`config.mk`:
```
export PLATFORM = sky130hd
export DESIGN_NAME = sec_lut_search_ctrl
export DESIGN_NICKNAME = d
export VERILOG_FILES = /design/src/rtl/sec_lut_search_ctrl.sv
export SDC_FILE = /design/constraint.sdc
export NUM_CORES = 1
export LEC_CHECK = 0
export CAP_MARGIN = 10
export CORE_AREA = 8 8 108 160
export CTS_CLUSTER_DIAMETER = 50
export DETAILED_ROUTE_END_ITERATION = 8
export DIE_AREA = 0 0 116 168
export DONT_BUFFER_PORTS = 1
export GPL_TIMING_DRIVEN = 0
export MAX_ROUTING_LAYER = met4
export PLACE_DENSITY_LB_ADDON = 0.3
export SLEW_MARGIN = 20
export SYNTH_ARGS = -nofsm -noshare
export SYNTH_HDL_FRONTEND = slang
export SYNTH_SLANG_ARGS = --single-unit
```
`constraint.sdc`:
```
create_clock -name clk -period 6.1 [get_ports clk]
set_clock_uncertainty 0.15 [all_clocks]
set_input_delay 0.61 -clock clk [delete_from_list [all_inputs] [get_ports clk]]
set_output_delay 0.61 -clock clk [all_outputs]
set_load 0.03 [all_outputs]
```
`src/rtl/sec_lut_search_ctrl.sv`:
```
// ---------------------------------------------------------------------------
// sec_lut_search_ctrl
//
// Sequential single-error-correction controller for the 24-bit AN code with
// A = 3349. A received codeword is reduced mod A by serial shift-subtract,
// one bit per cycle, MSB first. A nonzero remainder is the syndrome. The
// external l-LUT is then swept through the locations +1,-1,+2,-2,...,+24,-24
// until its remainder equals the syndrome. The matching location selects a
// +/-2^k correction, which is range-checked before it is applied.
//
// Ports
//   clk, rst_n   : clock, asynchronous active-low reset
//   in_valid     : codeword offered
//   in_ready     : high only while idle
//   in_code      : received codeword (unsigned, 24 bits)
//   lut_l        : signed location driven to the l-LUT, 0 outside the search
//   lut_r        : l-LUT remainder for lut_l (combinational, same cycle)
//   out_valid    : result valid, held until out_ready
//   out_ready    : consumer accepts the result
//   out_code     : corrected codeword (input unchanged unless status = 01)
//   out_loc      : signed error location, 0 if none or uncorrectable
//   out_status   : 00 no error, 01 corrected, 10 uncorrectable
// ---------------------------------------------------------------------------
module sec_lut_search_ctrl (
    input  logic        clk,
    input  logic        rst_n,
    input  logic        in_valid,
    output logic        in_ready,
    input  logic [23:0] in_code,
    output logic [5:0]  lut_l,
    input  logic [11:0] lut_r,
    output logic        out_valid,
    input  logic        out_ready,
    output logic [23:0] out_code,
    output logic [5:0]  out_loc,
    output logic [1:0]  out_status
);

    localparam logic [12:0] A_MOD    = 13'd3349;
    localparam logic [5:0]  LAST_IDX = 6'd47;

    localparam logic [2:0] S_IDLE   = 3'd0;
    localparam logic [2:0] S_REM    = 3'd1;
    localparam logic [2:0] S_SEARCH = 3'd2;
    localparam logic [2:0] S_CORR   = 3'd3;
    localparam logic [2:0] S_OUT    = 3'd4;

    localparam logic [1:0] ST_OK    = 2'b00;
    localparam logic [1:0] ST_FIXED = 2'b01;
    localparam logic [1:0] ST_BAD   = 2'b10;

    logic [2:0]  r_state;
    logic [23:0] r_code;
    logic [11:0] r_rem;
    logic [4:0]  r_cnt;
    logic [5:0]  r_idx;
    logic [5:0]  r_loc;
    logic [23:0] r_out_code;
    logic [5:0]  r_out_loc;
    logic [1:0]  r_out_status;

    // Shift-subtract step: the remainder stays below A, so a single
    // conditional subtraction keeps it reduced after each new bit.
    logic [12:0] w_rem_sh;
    logic [11:0] w_rem_next;
    assign w_rem_sh   = {r_rem, r_code[r_cnt]};
    assign w_rem_next = 12'((w_rem_sh >= A_MOD) ? (w_rem_sh - A_MOD) : w_rem_sh);

    // Search order: even idx -> +(idx/2+1), odd idx -> -(idx/2+1).
    logic [5:0] w_mag;
    logic [5:0] w_lut_l;
    assign w_mag   = {1'b0, r_idx[5:1]} + 6'd1;
    assign w_lut_l = r_idx[0] ? (6'd0 - w_mag) : w_mag;

    // Correction: a positive location means an added +2^k error, so it is
    // removed by subtraction. Two guard bits expose under- and overflow.
    logic [5:0]  w_abs_loc;
    logic [25:0] w_e;
    logic [25:0] w_corr;
    logic        w_corr_bad;
    assign w_abs_loc  = r_loc[5] ? (6'd0 - r_loc) : r_loc;
    assign w_e        = 26'd1 << (w_abs_loc - 6'd1);
    assign w_corr     = r_loc[5] ? ({2'b00, r_code} + w_e) : ({2'b00, r_code} - w_e);
    assign w_corr_bad = w_corr[25] | w_corr[24];

    assign in_ready   = (r_state == S_IDLE);
    assign out_valid  = (r_state == S_OUT);
    assign lut_l      = (r_state == S_SEARCH) ? w_lut_l : 6'd0;
    assign out_code   = r_out_code;
    assign out_loc    = r_out_loc;
    assign out_status = r_out_status;

    // NOTE: state is updated with non-blocking assignments so every register
    // in this block sees the pre-edge values of the others, exactly as the
    // hardware flops do; blocking here would chain updates within one edge.
    // NOTE: the datapath registers are reset along with the FSM because the
    // result outputs must read zero after reset and any in-flight word must be
    // dropped; there is no storage array here for which that would be costly.
    always_ff @(posedge clk or negedge rst_n) begin
        if (!rst_n) begin
            r_state      <= S_IDLE;
            r_code       <= 24'd0;
            r_rem        <= 12'd0;
            r_cnt        <= 5'd0;
            r_idx        <= 6'd0;
            r_loc        <= 6'd0;
            r_out_code   <= 24'd0;
            r_out_loc    <= 6'd0;
            r_out_status <= ST_OK;
        end else begin
            case (r_state)
                S_IDLE: begin
                    if (in_valid) begin
                        r_code  <= in_code;
                        r_rem   <= 12'd0;
                        r_cnt   <= 5'd23;
                        r_state <= S_REM;
                    end
                end
                S_REM: begin
                    r_rem <= w_rem_next;
                    if (r_cnt == 5'd0) begin
                        if (w_rem_next == 12'd0) begin
                            r_out_code   <= r_code;
                            r_out_loc    <= 6'd0;
                            r_out_status <= ST_OK;
                            r_state      <= S_OUT;
                        end else begin
                            r_idx   <= 6'd0;
                            r_state <= S_SEARCH;
                        end
                    end else begin
                        r_cnt <= r_cnt - 5'd1;
                    end
                end
                S_SEARCH: begin
                    if (lut_r == r_rem) begin
                        r_loc   <= w_lut_l;
                        r_state <= S_CORR;
                    end else if (r_idx == LAST_IDX) begin
                        r_out_code   <= r_code;
                        r_out_loc    <= 6'd0;
                        r_out_status <= ST_BAD;
                        r_state      <= S_OUT;
                    end else begin
                        r_idx <= r_idx + 6'd1;
                    end
                end
                S_CORR: begin
                    if (w_corr_bad) begin
                        r_out_code   <= r_code;
                        r_out_loc    <= 6'd0;
                        r_out_status <= ST_BAD;
                    end else begin
                        r_out_code   <= w_corr[23:0];
                        r_out_loc    <= r_loc;
                        r_out_status <= ST_FIXED;
                    end
                    r_state <= S_OUT;
                end
                S_OUT: begin
                    if (out_ready) begin
                        r_state <= S_IDLE;
                    end
                end
                default: r_state <= S_IDLE;
            endcase
        end
    end

endmodule

```
==> results.cfg, run 1 <==
[critical_path]
cp-end-kind = flip-flop
crit_fanout = 8
worstSetupPathType = flip-flop to flip-flop
cp_slowest_cell = dfrtp_1
r2r_start = r_loc[0]
crit_arrival_ps = 6040
slowest_delay_ps = 410
cp_top_family = compound AO/OA/AOI/OAI gates
worst-path-buf-inv = 4
startpoint_type = flip-flop
r2r-end = out_code[2]
ff2ff_setup_slack_ps = 140
required_ps = 6180
ff2ff_path_depth = 27

[synthesis]
synth_nets = 996
yosys_most_used_dff = dfrtp_1
yosys_warnings = 0
ys_top_cells_by_count = nand2_1, dfrtp_1, o21ai_0, nor2_1, a21oi_1
synth-seq-cells = 88
syn_area_um2 = 7310
synthTopCellsByArea = dfrtp_1, nand2_1, ha_1
synthCells = 918
synth_most_common_cell = nand2_1
synth_area_per_cell_um2 = 7.96
synth_top_area_frac = 0.301
synth-async-reset-ratio = 1.00
ys_types = 76
synth_edf_count = 0
synth_area_leader_cell = dfrtp_1
ys_seq_area_frac = 0.301

[power_and_ir_drop]
cellLeakagePower_nw = 3.70
peakVddDrop_mv = 0.191
p_per_area_nw_per_um2 = 389

[clock_network]
cts_buffer_depth = 2
clkSinkCount = 88
clkLatencyLatePin_ps = 340
clock-root-buffer = clkbuf_16
cts_tree = yes
htreeDepth = 3
clk_pin_slew_worst_paths_ps = 70
cts-buffers-inserted = 9

[drt]
drtPass1Iterations = 5
vias_per_cell = 6.12
ant_nets = 0
drt_wl_total_um = 23300
vias = 7062
drtIter0Drc = 541
wl_per_cell_um = 20.2
remaining_drc_errors = 0

[floorplanning]
core-area_um2 = 14900
die_area_um2 = 19500
die_w_um = 116
initial_core_util = 0.492
die_h_um = 168
ios = 80
placementRows = 55

[sta]
max_slew_margin = 0.230
setup_viol = 0
fin_crit_sh = 0.977
max_freq_mhz = 168
worst_pin_slew_ps = 1150
final_max_slew_viol_count = 0
rsz0062_at_grt = true
hold_viol = 0
hold-worst-slack_ps = 0.0506
fin_crit_ps = 5960

[global_routing]
grtUsageTotal = 0.243
antenna_found_initial = 0
grt_pass1_vias = 7001
grt_pass1_wl_um = 36400
grt_max_degree = 89
grt.overflow.total = 0

[worst_hold_path]
holdCritPathClass = input port to asynchronous set/reset pin

[placed_design]
dpl.hpwl_um = 17700
io_buffers = 0
gp_congestion = 1.01
placed_cells = 1117

[finish]
diodes = 0
drive_gt1_frac = 0.123
utilization = 0.569
final_cells = 1154
fillers = 1395
area_delta_synth_final_pct = 15.7
nets = 1029

[job]
maxCapViolCount = 0

[outcome]
outcome = finished clean
## flip-flops by register name, indices dropped and copies added, names as in the netlist
signal and flops:
out_code 24, r_code 24, r_rem 12, out_loc 6, r_idx 6, r_loc 6, r_cnt 5, r_state 3
out_status 2
## metal layers
layer / routed length, um / vias to the layer above / global-route usage
li1: - / 3372 / -
met4: 723 / 0 / 0.0963
met2: 12500 / 211 / 0.436
met1: 8940 / 3431 / 0.258
met3: 1210 / 48 / 0.0365
met5: 0 / - / -
## where the power goes
group          switching (mW)  internal [mW]
combinational           0.942          0.576
sequential              0.382          0.787
clock                   0.246          0.358
## how the worst max path moves through the flow
stage / cells past startpoint / startpoint / slack (ps) / end
2_1_floorplan: 30 / r_loc[0] / -10 / out_code[6]
3_3_place_gp: 24 / r_loc[0] / -1460 / out_code[18]
3_5_place_dp: 24 / r_loc[0] / -1450 / out_code[20]
4_1_cts: 30 / r_loc[1] / 1 / out_code[2]
5_1_grt: 25 / r_loc[5] / -140 / out_code[2]
6_report: 27 / r_loc[0] / 140 / out_code[2]
## through the flow
step	worst slack (ps)	total power, mW	TNS [ps]	cell area [um^2]
5_1_grt	-144	3.50	-2100	8460
3_3_place_gp	-1460	2.57	-43480	7560
2_1_floorplan	-10.8	2.18	-93.6	7310
3_5_place_dp	-1450	2.61	-42800	7570
6_report	140	3.29	0	8460
4_1_cts	1.45	3.26	0	8160
## kinds of logic after synthesis
logic type | after synthesis | synth area share
AOI/OAI and AO/OA | 263 | 0.245
xor gates and xnor gates | 64 | 0.0767
adders and majority gates | 38 | 0.0661
buffers and inverters | 101 | 0.0556
DFF | 88 | 0.301
muxes | 20 | 0.0378
and+or+nand+nor | 344 | 0.218
## cell usage in the layout (no fill, tap or decap), types with 8 or more instances in the layout
cell type  instances
nand2_1          149
dfrtp_1           87
nor2_1            67
o21ai_0           65
a21oi_1           47
inv_1             45
xnor2_1           39
clkbuf_1          36
ha_1              34
nand3_1           27
buf_4             26
xor2_1            22
nor3_1            21
o311ai_1          17
a21o_1            15
nand2b_1          14
o21a_1            10
mux2i_1           10
a31oi_1           10
o211ai_1           9
clkbuf_16          9
o21ai_1            8
and3_1             8
a22o_1             8
## timing repair
item / CTS / global route
setup buffers: 10 / 14
setup endpoints to repair: 32 / 32
hold buffers: 1 / 0
pin swaps: 11 / 20
resized for setup: 41 / 41
hold endpoints to repair: 88 / 0
## worst register-to-register path, delay by kind of cell, from the launching register on
kind,cells,cell delay (ps)
flops,1,410
simple gates,6,1000
xor+xnor,1,230
mux,1,280
compound gates,12,2480
buf+inv,4,580
fa+ha+maj,3,750
## layout make-up
cell class / instances / area, um^2 / area share
multi-input combinational: 729 / 5040 / 0.596
inverter: 47 / 184 / 0.0217
tap: 199 / 249 / 0.0294
clock inverter: 5 / 81.3 / 0.00961
timing repair buffer: 25 / 209 / 0.0247
sequential: 88 / 2200 / 0.260
clock buffer: 10 / 229 / 0.0271
buffer: 51 / 262 / 0.0309
No activity file was read; power rests on OpenSTA's default activity.
==> run 2, diff against run 1 <==
CORE_AREA = 8 8 112 155   (was 8 8 108 160)
DIE_AREA = 0 0 120 163   (was 0 0 116 168)
SKIP_CTS_REPAIR_TIMING = 1   (was default)
==> run 2 against run 1 <==
Effect of this change:
- the run now ends with negative hold slack left
- fmax shrank 1.3%
- via count grew 1.9%
- core utilization grew 0.74 points
- clock power grew 5.1%
- wire length shrank 0.84%
- non-clock buffer count grew 7
- register-to-register slack lost 80 ps
- flip-flop and latch count is the same
- clock-buffer cell count grew 1
- first-iteration DRC count grew 24%
- critical path type unchanged
- largest cell class unchanged
==> results.cfg, run 2 (same netlist as run 1, synthesis figures left out) <==
[sta]
hold_viol = 5
max_slew_margin = 0.435
worst_slack_ps = 63.9
worst_pin_slew_ps = 840
setup_viol = 0
final_max_slew_viol_count = 0
max_freq_mhz = 166
fin_crit_sh = 0.990
fin_crit_ps = 6040
hold-worst-slack_ps = -24.6

[drt]
vias_per_cell = 6.23
remaining_drc_errors = 0
drtIter0Drc = 672
wl_per_cell_um = 20.0
vias = 7194
drtPass1Iterations = 5
ant_nets = 0
drt_wl_total_um = 23100

[critical_path]
worstSetupPathType = flip-flop to flip-flop
ff2ff_setup_slack_ps = 60
cp_slowest_cell = a2111oi_0
cp_cell_sequence = buf_6 > inv_8 > ha_4 > xor2_4 > o21ai_0 > a2111oi_0 > o31a_1 > o21a_1 > buf_4 > a21oi_1 > a31oi_2 > ha_1 > a21oi_1 > o21ai_0 > a21boi_1 > o31ai_4 > a2111oi_2 > nor3_2 > a211oi_2 > o2111ai_2 > a311oi_4 > buf_6 > mux2i_4 > o21ai_1
worst-path-stages = 24
cp_top_family = compound AO/OA/AOI/OAI gates
worst-path-buf-inv = 4
r2r-end = out_code[7]
crit_fanout = 8
ff2ff_path_depth = 24
startpoint_type = flip-flop
cp-end-kind = flip-flop
r2r_start = r_loc[0]
crit_arrival_ps = 6120
crit_start = r_loc[0]
required_ps = 6180
slowest_delay_ps = 560

[worst_hold_path]
holdCritPathClass = input port to asynchronous set/reset pin

[floorplanning]
die_h_um = 163
core-area_um2 = 14900
placementRows = 53
die_w_um = 120
ios = 80
initial_core_util = 0.490
die_area_um2 = 19600

[placed_design]
gp_congestion = 0.995
io_buffers = 0
post-place-ws_ps = -1430
dpl.hpwl_um = 17100
placed_cells = 1110

[outcome]
violations = negative hold slack
outcome = finished, violations left

[power_and_ir_drop]
peakVddDrop_mv = 0.228
cellLeakagePower_nw = 3.75
p_per_area_nw_per_um2 = 389

[global_routing]
grt_pass1_wl_um = 35700
grt.overflow.total = 0
grt_pass1_vias = 6767
grtUsageTotal = 0.235
antenna_found_initial = 0
grt_max_degree = 89

[finish]
diodes = 0
area_delta_synth_final_pct = 17.7
drive_gt1_frac = 0.137
layout_commonest_cell = nand2_1
nets = 1036
fillers = 1363
layout_common_cells = nand2_1, dfrtp_1, nor2_1, o21ai_0, a21oi_1
final_cells = 1155

[clock_network]
cts-buffers-inserted = 9
clock-root-buffer = clkbuf_16
clkSinkCount = 88
clkLatencyLatePin_ps = 350
clk_pin_slew_worst_paths_ps = 70
htreeDepth = 3
cts_buffer_depth = 2
cts_tree = yes

[job]
maxCapViolCount = 0
run 2: stage by stage:
step	TNS [ps]	power [mW]	util	cell area [um^2]	hold WS, ps
final	0	3.35	0.577	8600	-24.6
after CTS	-42500	3.24	0.529	7900	-210
after global placement	-39900	2.57	0.506	7550	168
after floorplan	-93.6	2.18	-	7310	164
after detailed placement	-41690	2.60	0.507	7560	167
after global routing	-1620	3.58	0.577	8600	30.5
run 2: where the power goes:
| group | internal, mW | switching [mW] | total (mW) |
|---|---|---|---|
| Sequential | 0.787 | 0.382 | 1.17 |
| Combinational | 0.589 | 0.953 | 1.54 |
| Clock | 0.401 | 0.234 | 0.635 |
| Total | 1.78 | 1.57 | 3.35 |
run 2: worst max path at each step:
stage	slack, ps	endpoint
floorplan	-10	out_code[6]
global placement	-1400	out_code[22]
detailed placement	-1430	out_code[22]
CTS	-1470	out_code[22]
global route	-130	out_code[7]
finish	60	out_code[7]
run 2: routing by layer:
| layer | up-vias | part of all wire | track usage |
|---|---|---|---|
| li1 | 3387 | - | - |
| met1 | 3491 | 0.39 | 0.257 |
| met2 | 261 | 0.51 | 0.404 |
| met3 | 55 | 0.062 | 0.0420 |
| met4 | 0 | 0.039 | 0.114 |
| met5 | - | 0 | - |
run 2: worst reg2reg max path, stage by stage (launching register included):
cell and delay [ps]:
dfrtp_2 450, buf_6 160, inv_8 60, ha_4 210, xor2_4 270, o21ai_0 290, a2111oi_0 560, o31a_1 240
o21a_1 230, buf_4 130, a21oi_1 70, a31oi_2 300, ha_1 320, a21oi_1 140, o21ai_0 90, a21boi_1 250
o31ai_4 130, a2111oi_2 480, nor3_2 120, a211oi_2 180, o2111ai_2 170, a311oi_4 320, buf_6 210, mux2i_4 290
o21ai_1 90
run 2: final cells by class:
cell class,instances,area [um^2],share of cell area
Multi-Input combinational cell,729,5110,0.595
Clock inverter,5,105,0.0122
Buffer,52,262,0.0304
Timing Repair Buffer,31,256,0.0298
Sequential cell,88,2200,0.256
Inverter,47,186,0.0217
Clock buffer,11,233,0.0271
Tap cell,192,240,0.0279
==> run 3, diff against run 2 <==
clock period = 5.6 ns   (was 6.1 ns; I/O delays follow)
==> run 3 against run 2 <==
Effect of this change:
- the run ends with negative setup slack left
- core utilization down 1.1 points
- non-clock buffer count down 5
- flip-flop and latch count unchanged
- combinational power up 7%
- first-iteration DRC count up 6.7%
- via count down 0.28%
- setup slack worse by 520 ps
- final area down 1.8%
- critical path depth up 8
- final cell count down 0.43%
- register-to-register slack worse by 520 ps
- worst hold slack better by 180 ps
- critical endpoint is now out_code[5]
- largest cell class unchanged
==> results.cfg, run 3 (same netlist as run 1, synthesis figures left out) <==
[outcome]
outcome = finished, violations left
violations = negative setup slack

[floorplanning]
ios = 80
core-area_um2 = 14900
die_w_um = 120
placementRows = 53
initial_core_util = 0.490
die_area_um2 = 19600
die_h_um = 163

[placed_design]
dpl.hpwl_um = 17100
gp_congestion = 0.987
io_buffers = 0
placed_area_um2 = 7620

[sta]
hold_viol = 0
worst_slack_ps = -460
worst_pin_slew_ps = 1110
fin_crit_sh = 1.08
hold-worst-slack_ps = 154
max_freq_mhz = 165
rsz0062_at_grt = true
max_slew_margin = 0.254
final_max_slew_viol_count = 0
setup_viol = 31
fin_crit_ps = 6060

[critical_path]
ff2ff_setup_slack_ps = -460
crit_top_cell = buf_6
crit_fanout = 10
crit_arrival_ps = 6130
worstSetupPathType = flip-flop to flip-flop
required_ps = 5670
cp-end-kind = flip-flop
slowest_delay_ps = 440
startpoint_type = flip-flop
cp_slowest_cell = dfrtp_2

[power_and_ir_drop]
combinationalPowerShare = 0.456
intPower_mw = 1.91
sw_frac_of_total = 0.470
clock_power_share = 0.193
pwr-share-seq = 0.351
cellLeakagePower_nw = 3.69
finalPower_mw = 3.61
p_per_area_nw_per_um2 = 428
p_sw_mw = 1.70
peakVddDrop_mv = 0.267

[finish]
layout_common_cells = nand2_1, dfrtp_1, nor2_1, o21ai_0, a21oi_1
drive_gt1_frac = 0.116
layout_commonest_cell = nand2_1
diodes = 0
fin_area_um2 = 8440
area_delta_synth_final_pct = 15.5
nets = 1031

[global_routing]
grt_pass1_wl_um = 35100
antenna_found_initial = 0
grtUsageTotal = 0.234
grt_max_degree = 89
grt_pass1_vias = 6608
grt.overflow.total = 0

[drt]
wl_met2_um = 11900
routed.top_layer = met4
vias_per_cell = 6.24
vias = 7174
drtPass1Iterations = 5
wl_per_cell_um = 19.9
drtIter0Drc = 717
ant_nets = 0
drt_wl_total_um = 22900
dr_wl_met3_um = 1360
remaining_drc_errors = 0
drt-met1-wl_um = 8870

[clock_network]
cts_tree = yes
clock-root-buffer = clkbuf_16
clk_pin_slew_worst_paths_ps = 70
cts-buffers-inserted = 9
clkLatencyLatePin_ps = 350
cts_buffer_depth = 2
htreeDepth = 3
clkSinkCount = 88

[worst_hold_path]
holdCritPathClass = input port to flip-flop

[job]
maxCapViolCount = 0
[run 3: cell types whose count changed in the layout (fill, tap and decap cells not counted), moves of 2 or more]
cell      change
a21oi_1       +2
clkinv_2      +2
nor3b_2       +2
buf_4         -7
o311ai_1      +8
buf_8         +2
o21ai_2       +2
o311ai_2      -7
[run 3: power by group through the flow]
stage                     combinational, mW  clock (mW)  sequential (mW)
after floorplan                        1.20           0             1.18
after global placement                 1.53           0             1.28
after detailed placement               1.55           0             1.28
after CTS                              1.57       0.706             1.27
after global routing                   1.82       0.729             1.29
final                                  1.65       0.696             1.27
[run 3: path summary, 6_finish.rpt]
kind | depth (start not counted) | startpoint | to
min in group asynchronous | 2 | rst_n | r_loc[4]
worst min register to register | 2 | r_code[9] | r_code[9]
worst max-delay path | 32 | r_loc[0] | out_code[5]
worst max register to register | 32 | r_loc[0] | out_code[5]
max in group asynchronous | 2 | rst_n | out_code[16]
worst min-delay path | 1 | out_ready | r_state[2]
[run 3: per-layer routing]
layer	up-vias	global-route usage
li1	3376	-
met1	3479	0.255
met2	263	0.408
met3	56	0.0434
met4	0	0.101
met5	-	-
[run 3: area by class of cell]
type                            instances  area [um^2]
Tap cell                              192          240
Buffer                                 53          284
Multi-Input combinational cell        729         4980
Timing Repair Buffer                   25          214
Sequential cell                        88         2200
Inverter                               47          186
Clock inverter                          6          108
Clock buffer                           10          229
Fill cell                            1384         6480
[run 3: worst max-delay path, delay by kind of cell (launching register included)]
| family | cells | cell delay (ps) |
|---|---|---|
| AO/OA/AOI/OAI | 15 | 2610 |
| AND/OR/NAND/NOR | 9 | 1240 |
| adder cells (fa/ha/maj) | 3 | 720 |
| buffers and inverters | 5 | 710 |
| flip-flops | 1 | 440 |
[run 3: through the flow]
| stage | cells | TNS [ps] | util | setup WS (ps) |
|---|---|---|---|---|
| 3_3_place_gp | 1110 | -47780 | 0.510 | -1610 |
| 6_report | 1150 | -10850 | 0.566 | -460 |
| 4_1_cts | 1126 | -45360 | 0.533 | -1540 |
| 3_5_place_dp | 1110 | -44050 | 0.511 | -1510 |
| 2_1_floorplan | 918 | 0 | - | 3.70 |
| 5_1_grt | 1150 | -21010 | 0.566 | -776 |
==> variant (flow settings as in run 3) <==
Put one more register stage on the output `out_status`, with the module's reset. The value now appears one clock later. The other outputs are not delayed to match.
--- a/src/rtl/sec_lut_search_ctrl.sv
+++ b/src/rtl/sec_lut_search_ctrl.sv
@@ -90,3 +90,9 @@
     assign out_loc    = r_out_loc;
-    assign out_status = r_out_status;
+    always_ff @(posedge clk or negedge rst_n) begin
+        if (!rst_n) begin
+            out_status <= '0;
+        end else begin
+            out_status <= r_out_status;
+        end
+    end
 
Behaviour: no difference found for any inputs over 10 cycles, from zero or initial values and one cycle with rst_n low; that may be too few to reach the edited logic, so the function may still have changed.
==> variant against run 3 <==
- the run still ends with setup timing left
- design area increased by 5.6%
- first-iteration DRC count increased by 21%
- critical path depth unchanged
- sequential cell count increased by 2
- count of clock-buffer cells in the layout increased by 1
- worst setup slack got worse by 0.28 ns
- power increased by 7.2%
- combinational power increased by 19%
- routed wire length increased by 5.2%
- via count increased by 4.2%
- synthesized area increased by 4.8%
- critical endpoint is now out_code[0]$_DFFE_PN0P_
==> variant: results (changes against run 3) <==
| Metric | Value |
|---|---|
| Seq Cell Count | 90 (+2.3%) |
| Distinct cells, synth | 80 (+5.3%) |
| Gpl congestion | 1.007 (+2.0%) |
| Non-clk bufs | 89 (+14%) |
| Status | finished with violations |
| CP Data Arrival Time | 6.42 ns (+0.29 ns) |
| RR Startpoint | r_loc[1]$_DFFE_PN0P_ |
| CLK BUF | 11 (+1) |
| CP endpoint | out_code[0]$_DFFE_PN0P_ |
| Slowest CP cell | dfrtp_1 |
| Multi-input gate area | 5378 um2 (+8.0%) |
| Synth Instances | 961 (+4.7%) |
| Pre-Repair DR Iteration Count | 6 (+1) |
| Violations in the final reports | setup timing |
| Peak VDD IR | 199.5 uV (-25%) |
| Signal buffers share of area | 6.808% (+0.91 points) |
| DP Cell Count | 1153 (+3.9%) |
| Hold Slack | 0.1558 ns (+0.002163 ns) |
| Largest net degree at the start of global routing | 91 (+2.2%) |
| Max FO, Critical Path | 6 (-4) |
| Post-DP HPWL | 17.59 mm (+2.9%) |
| GRT Overall Usage | 24.54% (+1.2 points) |
| Register area share after synthesis | 29.39% (-0.73 points) |
| Final setup viols | 32 (+3.2%) |
| Setup WS post-layout | -0.7364 ns (-0.2765 ns) |
| DRT iter0 DRCs | 865 (+21%) |
| Wirelength per Cell | 20.06 um (+0.74%) |
| Inverter count | 28 (-40%) |
| Post-DP Area | 8006 um2 (+5.0%) |
| Synth Area in XOR/XNOR | 7.298% (-0.37 points) |
| Adder-cell share of the synthesized area | 6.302% (-0.30 points) |
| Rel. slew slack | 26.76% (+1.3 points) |
| Mux contribution to synthesized area | 6.465% (+2.7 points) |
| Setup tns final | -19.04 ns (-8.198 ns) |
| Leak Pwr | 4.065 nW (+10%) |
| Top post-synthesis cells by area | dfrtp_1, nand2_1, ha_1 |
==> variant: per-layer routing <==
layer,vias to the layer above,part of all wire [%],routed length (um),track usage [%]
li1,3533,-,-,-
met1,3615,40,9756,29.07
met2,267,50,12050,40.66
met3,63,5.7,1371,3.643
met4,0,3.8,911,10.71
met5,-,0,0,-
==> variant: kinds of logic after synthesis <==
| group | count (synthesis) |
|---|---|
| and+or+nand+nor | 379 |
| AOI/OAI and AO/OA | 266 |
| DFF | 90 |
| buffers and inverters | 85 |
| xor gates and xnor gates | 63 |
| muxes | 40 |
| adders and majority gates | 38 |
==> variant: power breakdown <==
group          switching [mW]  total, mW  internal, mW
clock                   0.265      0.656         0.391
combinational            1.20       1.96         0.756
sequential              0.374       1.26         0.886
==> variant: critical path, delay by kind of cell, from the launching register on <==
kind | cells | cell delay (ns)
mux | 2 | 0.53
flops | 1 | 0.39
compound gates | 9 | 1.63
xor+xnor | 2 | 0.34
simple gates | 10 | 1.67
buf+inv | 6 | 0.79
fa+ha+maj | 3 | 0.70
